### src/rtl/systolic_output_collector.sv
// ============================================================================
// Module   : systolic_output_collector
// Brief    : Picks the finished PE result from a systolic array once per
//            input-word slot, drops warm-up partial sums, and buffers the
//            {word, PE index} pairs in a first-word-fall-through FIFO.
// Revision : 1.0 - initial release
// ============================================================================
`default_nettype none

module systolic_output_collector #(
  parameter int WORDLENGTH  = 16,
  parameter int NUM_PE      = 8,
  parameter int SLOT_CYCLES = 30,
  parameter int FIFO_DEPTH  = 8
) (
  input  logic                         clk30x,
  input  logic                         reset,
  input  logic [NUM_PE*WORDLENGTH-1:0] pe_bus,
  input  logic                         out_ready,
  output logic                         out_valid,
  output logic [WORDLENGTH-1:0]        out_word,
  output logic [2:0]                   out_pe_index,
  output logic [3:0]                   fifo_level,
  output logic                         overflow
);

  // --------------------------------------------------------------------------
  // Constants
  // --------------------------------------------------------------------------
  localparam int                c_sc_w      = $clog2(SLOT_CYCLES);
  localparam int                c_ptr_w     = $clog2(FIFO_DEPTH);
  localparam logic [c_sc_w-1:0] c_slot_last = c_sc_w'(SLOT_CYCLES - 1);
  // Strobes needed before the array pipeline holds a complete result.
  localparam logic [2:0]        c_warm_last = 3'(NUM_PE - 1);
  localparam logic [3:0]        c_fifo_full = 4'(FIFO_DEPTH);
  localparam logic [c_ptr_w-1:0] c_ptr_last = c_ptr_w'(FIFO_DEPTH - 1);

  // --------------------------------------------------------------------------
  // Slot timing
  // --------------------------------------------------------------------------
  logic [c_sc_w-1:0]  r_slot_count;
  logic [2:0]         r_slot_index;
  logic [2:0]         r_warm_count;
  logic               w_strobe;
  logic               w_capture;
  logic [2:0]         w_sel_pe;
  logic [WORDLENGTH-1:0] w_sel_word;

  assign w_strobe  = (r_slot_count == c_slot_last);
  assign w_capture = w_strobe && (r_warm_count == c_warm_last);
  // The PE that finishes in this slot is one ahead of the slot index.
  assign w_sel_pe  = r_slot_index + 3'd1;

  // Free-running clock counter inside one input-word slot.
  always_ff @(posedge clk30x) begin
    if (reset) begin
      r_slot_count <= '0;
    end else if (w_strobe) begin
      r_slot_count <= '0;
    end else begin
      r_slot_count <= r_slot_count + 1'b1;
    end
  end

  // Slot index advances once per slot and wraps naturally at 8.
  always_ff @(posedge clk30x) begin
    if (reset) begin
      r_slot_index <= 3'd0;
    end else if (w_strobe) begin
      r_slot_index <= r_slot_index + 3'd1;
    end
  end

  // Saturating warm-up counter: the first NUM_PE-1 strobes carry partial sums.
  always_ff @(posedge clk30x) begin
    if (reset) begin
      r_warm_count <= 3'd0;
    end else if (w_strobe && (r_warm_count != c_warm_last)) begin
      r_warm_count <= r_warm_count + 3'd1;
    end
  end

  // Select the completing PE's word from the packed bus.
  always_comb begin
    w_sel_word = '0;
    for (int k = 0; k < NUM_PE; k++) begin
      if (w_sel_pe == 3'(k)) begin
        w_sel_word = pe_bus[k*WORDLENGTH +: WORDLENGTH];
      end
    end
  end

  // --------------------------------------------------------------------------
  // Output FIFO (first-word-fall-through)
  // --------------------------------------------------------------------------
  logic [WORDLENGTH-1:0] r_mem_word [FIFO_DEPTH];
  logic [2:0]            r_mem_idx  [FIFO_DEPTH];
  logic [c_ptr_w-1:0]    r_wr_ptr;
  logic [c_ptr_w-1:0]    r_rd_ptr;
  logic [3:0]            r_level;
  logic                  r_overflow;
  logic                  w_full;
  logic                  w_pop;
  logic                  w_push;

  assign w_full = (r_level == c_fifo_full);
  assign w_pop  = out_valid && out_ready;
  // At full a simultaneous pop frees the slot, so the push is still taken.
  assign w_push = w_capture && (!w_full || w_pop);

  // Storage write; reset blocks the write so a reset edge never leaves data.
  always_ff @(posedge clk30x) begin
    if (!reset && w_push) begin
      r_mem_word[r_wr_ptr] <= w_sel_word;
      r_mem_idx[r_wr_ptr]  <= w_sel_pe;
    end
  end

  // Write pointer, modulo FIFO_DEPTH.
  always_ff @(posedge clk30x) begin
    if (reset) begin
      r_wr_ptr <= '0;
    end else if (w_push) begin
      r_wr_ptr <= (r_wr_ptr == c_ptr_last) ? '0 : r_wr_ptr + 1'b1;
    end
  end

  // Read pointer, modulo FIFO_DEPTH.
  always_ff @(posedge clk30x) begin
    if (reset) begin
      r_rd_ptr <= '0;
    end else if (w_pop) begin
      r_rd_ptr <= (r_rd_ptr == c_ptr_last) ? '0 : r_rd_ptr + 1'b1;
    end
  end

  // Occupancy: unchanged when push and pop coincide.
  always_ff @(posedge clk30x) begin
    if (reset) begin
      r_level <= 4'd0;
    end else if (w_push && !w_pop) begin
      r_level <= r_level + 4'd1;
    end else if (w_pop && !w_push) begin
      r_level <= r_level - 4'd1;
    end
  end

  // Sticky drop flag, cleared only by reset.
  always_ff @(posedge clk30x) begin
    if (reset) begin
      r_overflow <= 1'b0;
    end else if (w_capture && w_full && !w_pop) begin
      r_overflow <= 1'b1;
    end
  end

  // --------------------------------------------------------------------------
  // Outputs: all driven from registers, zero while the FIFO is empty.
  // --------------------------------------------------------------------------
  assign out_valid    = (r_level != 4'd0);
  assign out_word     = out_valid ? r_mem_word[r_rd_ptr] : '0;
  assign out_pe_index = out_valid ? r_mem_idx[r_rd_ptr]  : 3'd0;
  assign fifo_level   = r_level;
  assign overflow     = r_overflow;

endmodule

`default_nettype wire

### config.mk
export PLATFORM = sky130hd
export DESIGN_NAME = systolic_output_collector
export DESIGN_NICKNAME = d
export VERILOG_FILES = /design/src/rtl/systolic_output_collector.sv
export SDC_FILE = /design/constraint.sdc
export NUM_CORES = 1
export LEC_CHECK = 0
export CORE_ASPECT_RATIO = 0.6
export CORE_MARGIN = 3
export CORE_UTILIZATION = 40
export CTS_CLUSTER_SIZE = 30
export DETAILED_ROUTE_END_ITERATION = 10
export HOLD_SLACK_MARGIN = 0.06
export PLACE_DENSITY = 0.75
export SYNTH_ARGS = -nofsm -noshare
export SYNTH_HDL_FRONTEND = slang
export SYNTH_SLANG_ARGS = --single-unit
### constraint.sdc
create_clock -name clk30x -period 5.2 [get_ports clk30x]
set_input_delay 1.04 -clock clk30x [delete_from_list [all_inputs] [get_ports clk30x]]
set_output_delay 1.04 -clock clk30x [all_outputs]
set_load 0.01 [all_outputs]
## After elaboration in Yosys (flattened, before gate mapping)

Memory sizes are Yosys's and may differ from the RTL's. A register that Yosys moved wholly into a read port is not among the register bits.
Cells that the tools add are included.

- Add/sub/neg operators: 7
- Multiply operators: 0
- Div/mod/pow operators: 0
- Order comparisons: 0
- Equal/unequal tests: 13
- Shift operators: 0
- Muxes and demuxes: 20
- Bitwise operators: 0
- Reduce and logical (&&, ||, !) cells: 18

Operators with widths:

| kind | count |
|---|---|
| $mux W16 | 9 |
| $eq A3 B3 Y1 const B | 7 |
| $mux W3 | 7 |
| $add A3 B1 Y3 const B | 4 |
| $logic_and A1 B1 Y1 | 9 |
| $mux W4 | 2 |
| $eq A3 B2 Y1 const B | 2 |
| $add A5 B1 Y5 const B | 1 |
| $eq A5 B5 Y1 const B | 1 |
| $add A4 B1 Y4 const B | 1 |
| $eq A4 B4 Y1 const B | 1 |
| $logic_not A1 Y1 | 4 |
| $reduce_bool A4 Y1 | 1 |
| $sub A4 B1 Y4 const B | 1 |
| $eq A3 B1 Y1 const B | 1 |
| $logic_not A3 Y1 | 1 |
| $ne A3 B3 Y1 const B | 1 |
| $mux W1 | 2 |
| $reduce_bool A2 Y1 | 1 |
| $reduce_or A2 Y1 | 1 |
| $logic_or A1 B1 Y1 | 1 |

- Register bits: 22
- Latch bits: 0
- RAM bits: 152
- Bits in read-only memories: 0
- Input port bits: 131
- Output and inout port bits: 25
- Logic and storage cells: 67
- Memories kept: 2

Memories:

| memory | words | bits a word | read ports | clocked after Yosys merged registers in | wr ports | line | source |
|---|---|---|---|---|---|---|---|
| r_mem_word | 8 | 16 | 1 | 1 | 1 | 96 | `logic [WORDLENGTH-1:0] r_mem_word [FIFO_DEPTH];` |
| r_mem_idx | 8 | 3 | 1 | 1 | 1 | 97 | `logic [2:0] r_mem_idx [FIFO_DEPTH];` |

## Logic depth before layout (Yosys ltp)

Gate-level depths: netlist of the first run.

- Word-level depth: 10
- Mapped depth: 12
- Depth with buffers taken out: 12

## Worst setup path before layout of the first run

Ideal clock, no wire load.

- Path kind: input -> register
- Start: in out_ready
- End: mem r_mem_idx[1][0], enable pin
- Library setup time: 0.423 ns
- Arrival time: 3.017 ns
- Required time: 4.777 ns
- Setup slack: 1.760 ns
- Stages: 3
- Buffers on the path: 0
- Cell sequence: o311ai_4 -> or3_4 -> nor3b_1

- Longest elaborated chain between the ends: 6

RTL lines:

| what | line | source |
|---|---|---|
| start, declared | 19 | `input logic out_ready,` |
| $logic_and A1 B1 Y1 | 107 | `assign w_pop = out_valid && out_ready;` |
| $logic_or A1 B1 Y1 | 109 | `assign w_push = w_capture && (!w_full \|\| w_pop);` |
| $logic_and A1 B1 Y1 | 109 |  |
| $logic_and A1 B1 Y1 | 113 | `if (!reset && w_push) begin` |
| $mux W1 | 113 |  |
| $mux W1 (implied by the code) | 115 | `r_mem_idx[r_wr_ptr] <= w_sel_pe;` |
| end, declared | 97 |  |

Every way passes these cells.

==> flow_summary.ini, run 1 <==
[die]
io_pins = 156
start_util_pct = 41.99
die_x_um = 191.0
die-area_mm2 = 0.02235
die_h_um = 117.0
rows = 39
design.core.area_mm2 = 0.01957

[cts]
clockRootBuffer = clkbuf_16
cts_tree = done
htreeDepth = 4
clk_latency_ns = 0.42
postCtsHoldBufs = 0
cts_setup_buffers = 0
clock_sinks = 177
clk_pin_slew_ns = 0.06
cts_resized = 0
cts_buffer_depth = 2
cts_buffers = 17

[layout]
antenna_cells = 0
areaGrowthSynthToFinish_pct = 29.85
fin_nets = 925
drive_gt1_share_pct = 11.90

[global_routing]
grt_start_max_net_pins = 65
grt_usage_pct = 18.25
grt.overflow.total = 0
grt_pass1_wl_um = 30390
antenna_found_initial = 0
top_usage_layer = met2
use_met1_pct = 25.72
met3_usage_pct = 5.774
grt_use_met2_pct = 28.23
grt_pass1_vias = 5309

[sta]
finalMaxSlewViolations = 0
setup_viol = 0
tns_ns = 0
fmax_ghz = 0.2485
rsz0062_at_grt = no
post-route-min-period_ns = 4.024
min_period_over_period_pct = 77.39
worst_slew_pin_slew_ns = 1.188
fin_ws_ns = 1.176
final.setup_skew_ns = 0.009689
final_hold_viol_count = 0
max_slew_margin_pct = 19.93

[min_path]
hold_end = r_slot_count[0]$_SDFF_PP0_
min-delay-start = r_slot_count[0]$_SDFF_PP0_
hold_depth = 1
hp-class = reg -> reg

[yosys]
netlist_area_mm2 = 0.008217
synth-seq-area-share_pct = 61.64
synth-async-reset-ratio_pct = 0
netlist.area_leader.share_pct = 55.55
syn_avg_cell_area_um2 = 13.13
synth_area_leaders = edfxtp_1, mux4_2, dfxtp_1
ys.flop_type = edfxtp_1
yosysTopAreaCell = edfxtp_1
ys_warn_count = 0
synthCells = 626
synth_cell_type_count = 35
syn-num-nets = 774
synth-seq-cells = 177
synth-edff-count = 152

[power_and_ir_drop]
comb_power_share_pct = 22.7
p_int_w = 0.002789
power.share.switching_pct = 24.46
clockPowerShare_pct = 33.4
peakVddDrop_mv = 0.1988
pwr-share-seq_pct = 43.9
power.switching_w = 0.0009030
power_density_mw_per_mm2 = 346.1
p_leak_nw = 3.526

[routing]
ant_nets = 0
vias = 5478
drc = 0
dr.pass1.iters = 6
wirelength_um = 19860
viasPerCell = 5.188
drt_iter0_drc = 334
wl_per_cell_um = 18.81

[job]
maxCapViolCount = 0

[worst_setup_path]
worstRegToRegCells = 6
crit_type = reg -> out
rr_endpoint = r_mem_word[4][14]$_DFFE_PP_
r2r_slack_ns = 1.77
rr_startpoint = r_slot_index[0]$_SDFFE_PP0P_
path_max_fanout = 23
cp.arrival_ns = 2.98
start_kind = register
worstPathRequired_ns = 4.16
end_kind = output port

[placement]
port_buffers = 155
dp_slack_ns = 1.543
dp_hpwl_um = 13990
gp_congestion = 0.7645

[status]
status = finished clean
[cells in the final DEF, fill, tap and decap left out, types with 3 or more instances in the layout]
master and count:
mux4_2 38, o21ai_0 50, a21oi_1 41, nor2b_1 16, o211ai_1 17, xor2_1 3
nor2_1 46, dfxtp_1 24, clkbuf_16 17, ha_1 14, nand3_1 19, clkinv_1 7
inv_1 23, clkdlybuf4s50_1 155, a22oi_1 16, nand2_1 75, edfxtp_1 152, xnor2_1 3
bufinv_16 3, buf_4 18, mux2i_1 24
[routing by layer]
| layer | share of wire [%] | vias to the layer above |
|---|---|---|
| li1 | - | 2640 |
| met1 | 46 | 2617 |
| met2 | 45 | 210 |
| met3 | 9.1 | 11 |
| met4 | 0.77 | 0 |
| met5 | 0 | - |
[area by class of cell]
type	count	area (µm²)
flip-flops and latches	177	5066
clock inverters	14	145.1
multi-input cells	385	2923
well taps	266	332.8
clock buffers	18	429.2
fillers	1584	8899
repair buffers	173	1687
inverters	23	86.33
[power groups by stage]
stage	sequential, W	combinational (W)	clock (W)
2_1_floorplan	0.00161	0.000484	0
3_3_place_gp	0.00165	0.000840	0
3_5_place_dp	0.00165	0.000853	0
4_1_cts	0.00162	0.000856	0.00126
5_1_grt	0.00163	0.000912	0.00132
6_report	0.00162	0.000838	0.00123
[logic make-up (layout without fill, tap and decap cells)]
family	Yosys count	after routing	synth area share, %
AO/OA/AOI/OAI	128	128	9.122
XOR/XNOR	7	7	0.7462
adder cells (fa/ha/maj)	17	17	2.680
buffers and inverters	64	228	3.122
flip-flops	177	177	61.64
multiplexers	63	63	13.48
AND/OR/NAND/NOR	170	170	9.213
[synth_stat cells, drive strengths merged (17+ instances only)]
| library cell | count |
|---|---|
| a21oi | 41 |
| buf | 17 |
| clkbuf | 24 |
| dfxtp | 25 |
| edfxtp | 152 |
| inv | 23 |
| mux2i | 24 |
| mux4 | 38 |
| nand2 | 75 |
| nand3 | 19 |
| nor2 | 46 |
| o211ai | 17 |
| o21ai | 50 |
[how the worst max path moves through the flow]
stage	slack, ns	from	end	cells past startpoint
after global placement	1.54	register	out_word[7]	5
final	1.18	register	out_word[7]	5
after detailed placement	1.54	register	out_word[7]	5
after CTS	1.09	register	out_word[7]	5
after floorplan	1.76	out_ready	r_mem_idx[1][0]$_DFFE_PP_	3
after global routing	0.94	register	out_word[7]	5
[worst max-delay path, cell delays in order, from the launching register on]
cell and delay [ns]:
dfxtp_2 0.86, buf_4 0.34, mux4_2 0.51, mux2i_1 0.30, nor2_1 0.08, clkdlybuf4s50_1 0.48
[state kept, by name, summed over array words and instances, names as in the netlist, named ones only]
| name | cells |
|---|---|
| fifo_level | 4 |
| overflow | 1 |
| r_slot_index | 3 |
| r_rd_ptr | 3 |
| r_mem_idx | 24 |
| r_warm_count | 3 |
| r_wr_ptr | 3 |
| r_slot_count | 5 |
| r_mem_word | 128 |
[metrics by stage]
stage	hold slack (ns)	utilization [%]	instance area [µm²]	instances	total power, W
after floorplan	0.4334	-	8217	626	0.002093
after global placement	0.4493	51.59	10090	1024	0.002490
after detailed placement	0.4536	51.59	10090	1024	0.002505
after CTS	0.4678	54.52	10670	1056	0.003733
after global routing	0.4976	54.52	10670	1056	0.003860
final	0.4689	54.52	10670	1056	0.003692
Power figures use the tool's default switching activity.
==> run 2: changes to the inputs <==
clock period = 4 ns   (was 5.2 ns; I/O delays follow)
==> flow_summary.ini, run 2 (synthesis gave the netlist of run 1 again) <==
[layout]
fin_cells = 1067
antenna_cells = 0
areaGrowthSynthToFinish_pct = 30.90
multi_input_area_mm2 = 0.002923
fin_nets = 936
regMostFlops = r_mem_word
final_common_cell = clkdlybuf4s50_1
regArea_mm2 = 0.005066
layout_common_cells = clkdlybuf4s50_1, edfxtp_1, nand2_1, o21ai_0, nor2_1
largest_register_ffs = 128
largest_registers = r_mem_word x128, r_mem_idx x24, r_slot_count x5
drive_gt1_share_pct = 14.11
nFillCells = 1558

[die]
design.core.area_mm2 = 0.01957
io_pins = 156
die-area_mm2 = 0.02235
die_h_um = 117.0
die_x_um = 191.0
start_util_pct = 41.99
rows = 39

[placement]
port_buffers = 155
gp_congestion = 0.8045
dp_cells = 1035
dp_hpwl_um = 14070

[cts]
cts_buffer_depth = 2
postCtsHoldBufs = 0
cts_tree = done
clk_latency_ns = 0.43
cts_setup_buffers = 0
clock_sinks = 177
cts_resized = 0
htreeDepth = 4
cts_buffers = 17
clockRootBuffer = clkbuf_16
clk_pin_slew_ns = 0.07

[routing]
viasPerCell = 5.220
drt_iter0_drc = 407
vias = 5570
dr.pass1.iters = 5
ant_nets = 0
drc = 0
wirelength_um = 19730
wl_per_cell_um = 18.49

[sta]
final_hold_viol_count = 0
rsz0062_at_grt = no
finalMaxSlewViolations = 0
min_period_over_period_pct = 87.27
worst_slew_pin_slew_ns = 1.178
setup_viol = 0
final.setup_skew_ns = 0.007871
post-route-min-period_ns = 3.491
tns_ns = 0
fmax_ghz = 0.2865
max_slew_margin_pct = 21.40

[worst_setup_path]
worstPathRequired_ns = 3.20
crit_type = reg -> out
cp.arrival_ns = 2.69
start_kind = register
path_max_fanout = 18
end_kind = output port

[global_routing]
grt_use_met2_pct = 27.59
top_usage_layer = met2
met3_usage_pct = 6.012
grt.overflow.total = 0
grt_pass1_vias = 5444
use_met1_pct = 25.67
grt_pass1_wl_um = 30210
grt_usage_pct = 18.13
grt_start_max_net_pins = 49
antenna_found_initial = 0

[power_and_ir_drop]
power.switching_w = 0.001257
pwr-share-seq_pct = 44.0
peakVddDrop_mv = 0.3473
p_int_w = 0.003495
p_leak_nw = 3.566
power_density_mw_per_mm2 = 441.8
power.share.switching_pct = 26.45
comb_power_share_pct = 23.7
clockPowerShare_pct = 32.3

[job]
maxCapViolCount = 0

[min_path]
hp-class = reg -> reg

[status]
status = finished clean
-- run 2: changes by cell type in the layout (fill, tap and decap cells not counted), moves of 3 or more --
cell	before	now
clkinv_1	7	0
bufinv_16	3	0
inv_8	0	3
buf_4	18	27
inv_6	1	5
clkinvlp_4	2	6
-- run 2: final cells by class --
class | count | area share, %
Tap cell | 266 | 3.094
Sequential cell | 177 | 47.10
Clock buffer | 17 | 3.955
Clock inverter | 15 | 1.187
Timing Repair Buffer | 184 | 16.68
Inverter | 23 | 0.8027
Multi-Input combinational cell | 385 | 27.18
-- run 2: critical path, cell delays in order (launching register included) --
cell and delay (ns):
dfxtp_2 0.76, mux4_2 0.59, mux2i_1 0.35, nor2_1 0.07, clkdlybuf4s50_1 0.48
-- run 2: power groups by stage --
stage	sequential [W]	clock [W]	combinational [W]
floorplan	0.00209	0	0.000629
global placement	0.00213	0	0.00113
detailed placement	0.00213	0	0.00115
CTS	0.00209	0.00156	0.00115
global route	0.00210	0.00164	0.00122
finish	0.00209	0.00153	0.00113
-- run 2: per-layer routing --
metal	routed length [µm]	vias to the layer above
met2	8820	178
met4	168	0
met5	0	-
met1	9114	2713
li1	-	2664
met3	1629	15
-- run 2: worst paths after layout --
path	from	endpoint	slack, ns	cells after the start
setup / recovery	register	out_word[4]	0.51	4
hold / removal	r_slot_count[0]$_SDFF_PP0_	r_slot_count[0]$_SDFF_PP0_	0.46	1
setup reg to reg	r_slot_index[0]$_SDFFE_PP0P_	r_mem_word[5][14]$_DFFE_PP_	0.96	6
hold reg to reg	r_slot_count[0]$_SDFF_PP0_	r_slot_count[0]$_SDFF_PP0_	0.46	1
-- run 2: metrics by stage --
step                utilization (%)  hold WS [ns]  worst slack [ns]  power, W  cell area [µm²]
CTS                           54.97        0.4699            0.4381  0.004807            10760
detailed placement            52.14        0.4551            0.6766  0.003281            10200
floorplan                         -        0.4334            0.7966  0.002721             8217
global route                  54.97        0.4987            0.3075  0.004963            10760
global placement              52.14        0.4505            0.7316  0.003266            10200
finish                        54.97        0.4641            0.5092  0.004752            10760
==> run 3: changes to the inputs <==
CORE_MARGIN = 1   (was 3)
PLACE_DENSITY = 0.78   (was 0.75)
clock period = 2.8 ns   (was 4 ns; I/O delays follow)
==> flow_summary.ini, run 3 (synthesis gave the netlist of run 1 again) <==
[status]
status = finished clean

[min_path]
hp-class = reg -> reg
hold_depth = 1

[layout]
layout_common_cells = edfxtp_1, clkdlybuf4s50_1, nand2_1, o21ai_0, nor2_1
final_common_cell = edfxtp_1
fin_nets = 946
areaGrowthSynthToFinish_pct = 35.02
post-route-util_pct = 55.28
largest_registers = r_mem_word x128, r_mem_idx x24, r_slot_count x5
antenna_cells = 0
drive_gt1_share_pct = 15.66
nFillCells = 1622
regMostFlops = r_mem_word
largest_register_ffs = 128

[die]
die-area_mm2 = 0.02114
die_x_um = 187.0
io_pins = 156
die_h_um = 113.0
rows = 40
start_util_pct = 40.94
design.core.area_mm2 = 0.02007

[worst_setup_path]
rr_startpoint = fifo_level[1]$_SDFFE_PP0P_
crit_end = out_pe_index[1]
worstRegToRegCells = 10
worstPathRequired_ns = 2.24
path_max_fanout = 7
cpPeakStageDelay_ns = 0.52
cp.depth = 6
cpLargestDelayFamily = multiplexers
end_kind = output port
slowest_stage = mux4_2
start_kind = register
crit_type = reg -> out
r2r_slack_ns = 0.18
cp_cell_sequence = buf_8 > mux4_2 > mux2i_1 > buf_4 > nor2_1 > dlygate4sd2_1
cp.arrival_ns = 2.14
rr_endpoint = fifo_level[3]$_SDFFE_PP0P_
crit_buf_inv = 3

[placement]
dp_slack_ns = -0.09552
gp_congestion = 0.8328
dp_hpwl_um = 13820
port_buffers = 155

[routing]
viasPerCell = 5.208
vias = 5645
drc = 0
drt_iter0_drc = 440
ant_nets = 0
dr.pass1.iters = 5
wirelength_um = 20060
wl_per_cell_um = 18.50

[global_routing]
grt.overflow.total = 0
top_usage_layer = met2
grt_pass1_vias = 5688
antenna_found_initial = 0
grt_use_met2_pct = 30.87
met3_usage_pct = 4.653
grt_usage_pct = 19.99
grt_start_max_net_pins = 51
use_met1_pct = 28.62
grt_pass1_wl_um = 31650

[power_and_ir_drop]
p_leak_nw = 3.775
power.switching_w = 0.001869
p_int_w = 0.005116
comb_power_share_pct = 24.6
clockPowerShare_pct = 33.3
peakVddDrop_mv = 0.4855
power_density_mw_per_mm2 = 629.6
power.share.switching_pct = 26.76
pwr-share-seq_pct = 42.2

[sta]
setup_viol = 0
final_hold_viol_count = 0
final.setup_skew_ns = 0.01244
rsz0062_at_grt = no
max_slew_margin_pct = 12.41
fmax_ghz = 0.3697
tns_ns = 0
worst_slew_pin_slew_ns = 1.300
fin_ws_ns = 0.09532
finalMaxSlewViolations = 0
post-route-min-period_ns = 2.705
min_period_over_period_pct = 96.60

[job]
maxCapViolCount = 0

[cts]
clockRootBuffer = clkbuf_16
postCtsHoldBufs = 0
clock_sinks = 177
htreeDepth = 4
cts_buffer_depth = 2
clk_pin_slew_ns = 0.07
cts_buffers = 17
clk_latency_ns = 0.42
cts_tree = done
## run 3: cell count changes in the layout (fill, tap and decap cells not counted), sizes merged
cell           delta
buf              +10
clkdlybuf4s50    -19
inv               +3
clkinvlp          -3
bufinv            +1
clkinv            -1
dlygate4sd2      +18
dlymetal6s2s      +1
## run 3: final cells by class
type	instances	area (µm²)	share of cell area, %
Timing Repair Buffer	194	2076	18.71
Multi-Input combinational cell	385	2938	26.48
Clock buffer	17	425.4	3.834
Tap cell	273	341.6	3.079
Inverter	23	86.33	0.7782
Sequential cell	177	5069	45.69
Clock inverter	15	158.9	1.432
## run 3: worst reg2reg max path, delay by kind of cell, from the launching register on
family,cells,cell delay (ns)
AND/OR/NAND/NOR,1,0.43
buffers and inverters,2,0.20
adder cells (fa/ha/maj),2,0.47
flip-flops,1,0.37
multiplexers,1,0.35
AO/OA/AOI/OAI,4,0.71
## run 3: per-stage QoR
| step | power [W] | instances | hold slack (ns) | area, µm² |
|---|---|---|---|---|
| final | 0.006985 | 1084 | 0.4679 | 11090 |
| after global routing | 0.007289 | 1084 | 0.5124 | 11090 |
| after CTS | 0.007055 | 1084 | 0.4710 | 11100 |
| after detailed placement | 0.004717 | 1049 | 0.4552 | 10440 |
| after global placement | 0.004689 | 1049 | 0.4456 | 10440 |
| after floorplan | 0.003887 | 626 | 0.4334 | 8232 |
## run 3: metal layers
layer / vias up / routed length (µm)
li1: 2694 / -
met1: 2742 / 9360
met2: 189 / 9052
met3: 20 / 1413
met4: 0 / 233
met5: - / 0
## run 3: power by group through the flow
stage	Combinational (W)	Sequential [W]	Clock, W
2_1_floorplan	0.000899	0.00299	0
3_3_place_gp	0.00170	0.00299	0
3_5_place_dp	0.00173	0.00299	0
4_1_cts	0.00175	0.00294	0.00236
5_1_grt	0.00187	0.00295	0.00246
6_report	0.00172	0.00295	0.00232
## run 3: worst min path at each step
| stage | startpoint | endpoint | slack [ns] |
|---|---|---|---|
| CTS | r_slot_count[0]$_SDFF_PP0_ | r_slot_count[0]$_SDFF_PP0_ | 0.47 |
| detailed placement | r_slot_count[0]$_SDFF_PP0_ | r_slot_count[0]$_SDFF_PP0_ | 0.46 |
| floorplan | r_slot_count[0]$_SDFF_PP0_ | r_slot_count[0]$_SDFF_PP0_ | 0.43 |
| global route | r_slot_count[0]$_SDFF_PP0_ | r_slot_count[0]$_SDFF_PP0_ | 0.51 |
| finish | r_slot_count[0]$_SDFF_PP0_ | r_slot_count[0]$_SDFF_PP0_ | 0.47 |
| global placement | r_slot_count[0]$_SDFF_PP0_ | r_slot_count[0]$_SDFF_PP0_ | 0.45 |
## run 3: timing repair
action	4_1_cts	5_1_grt
endpoints found under the setup margin	19	10
resized for setup	26	5
endpoints found under the hold margin	0	0
cloned	2	0
buffers inserted	1	1
pin swaps	0	0
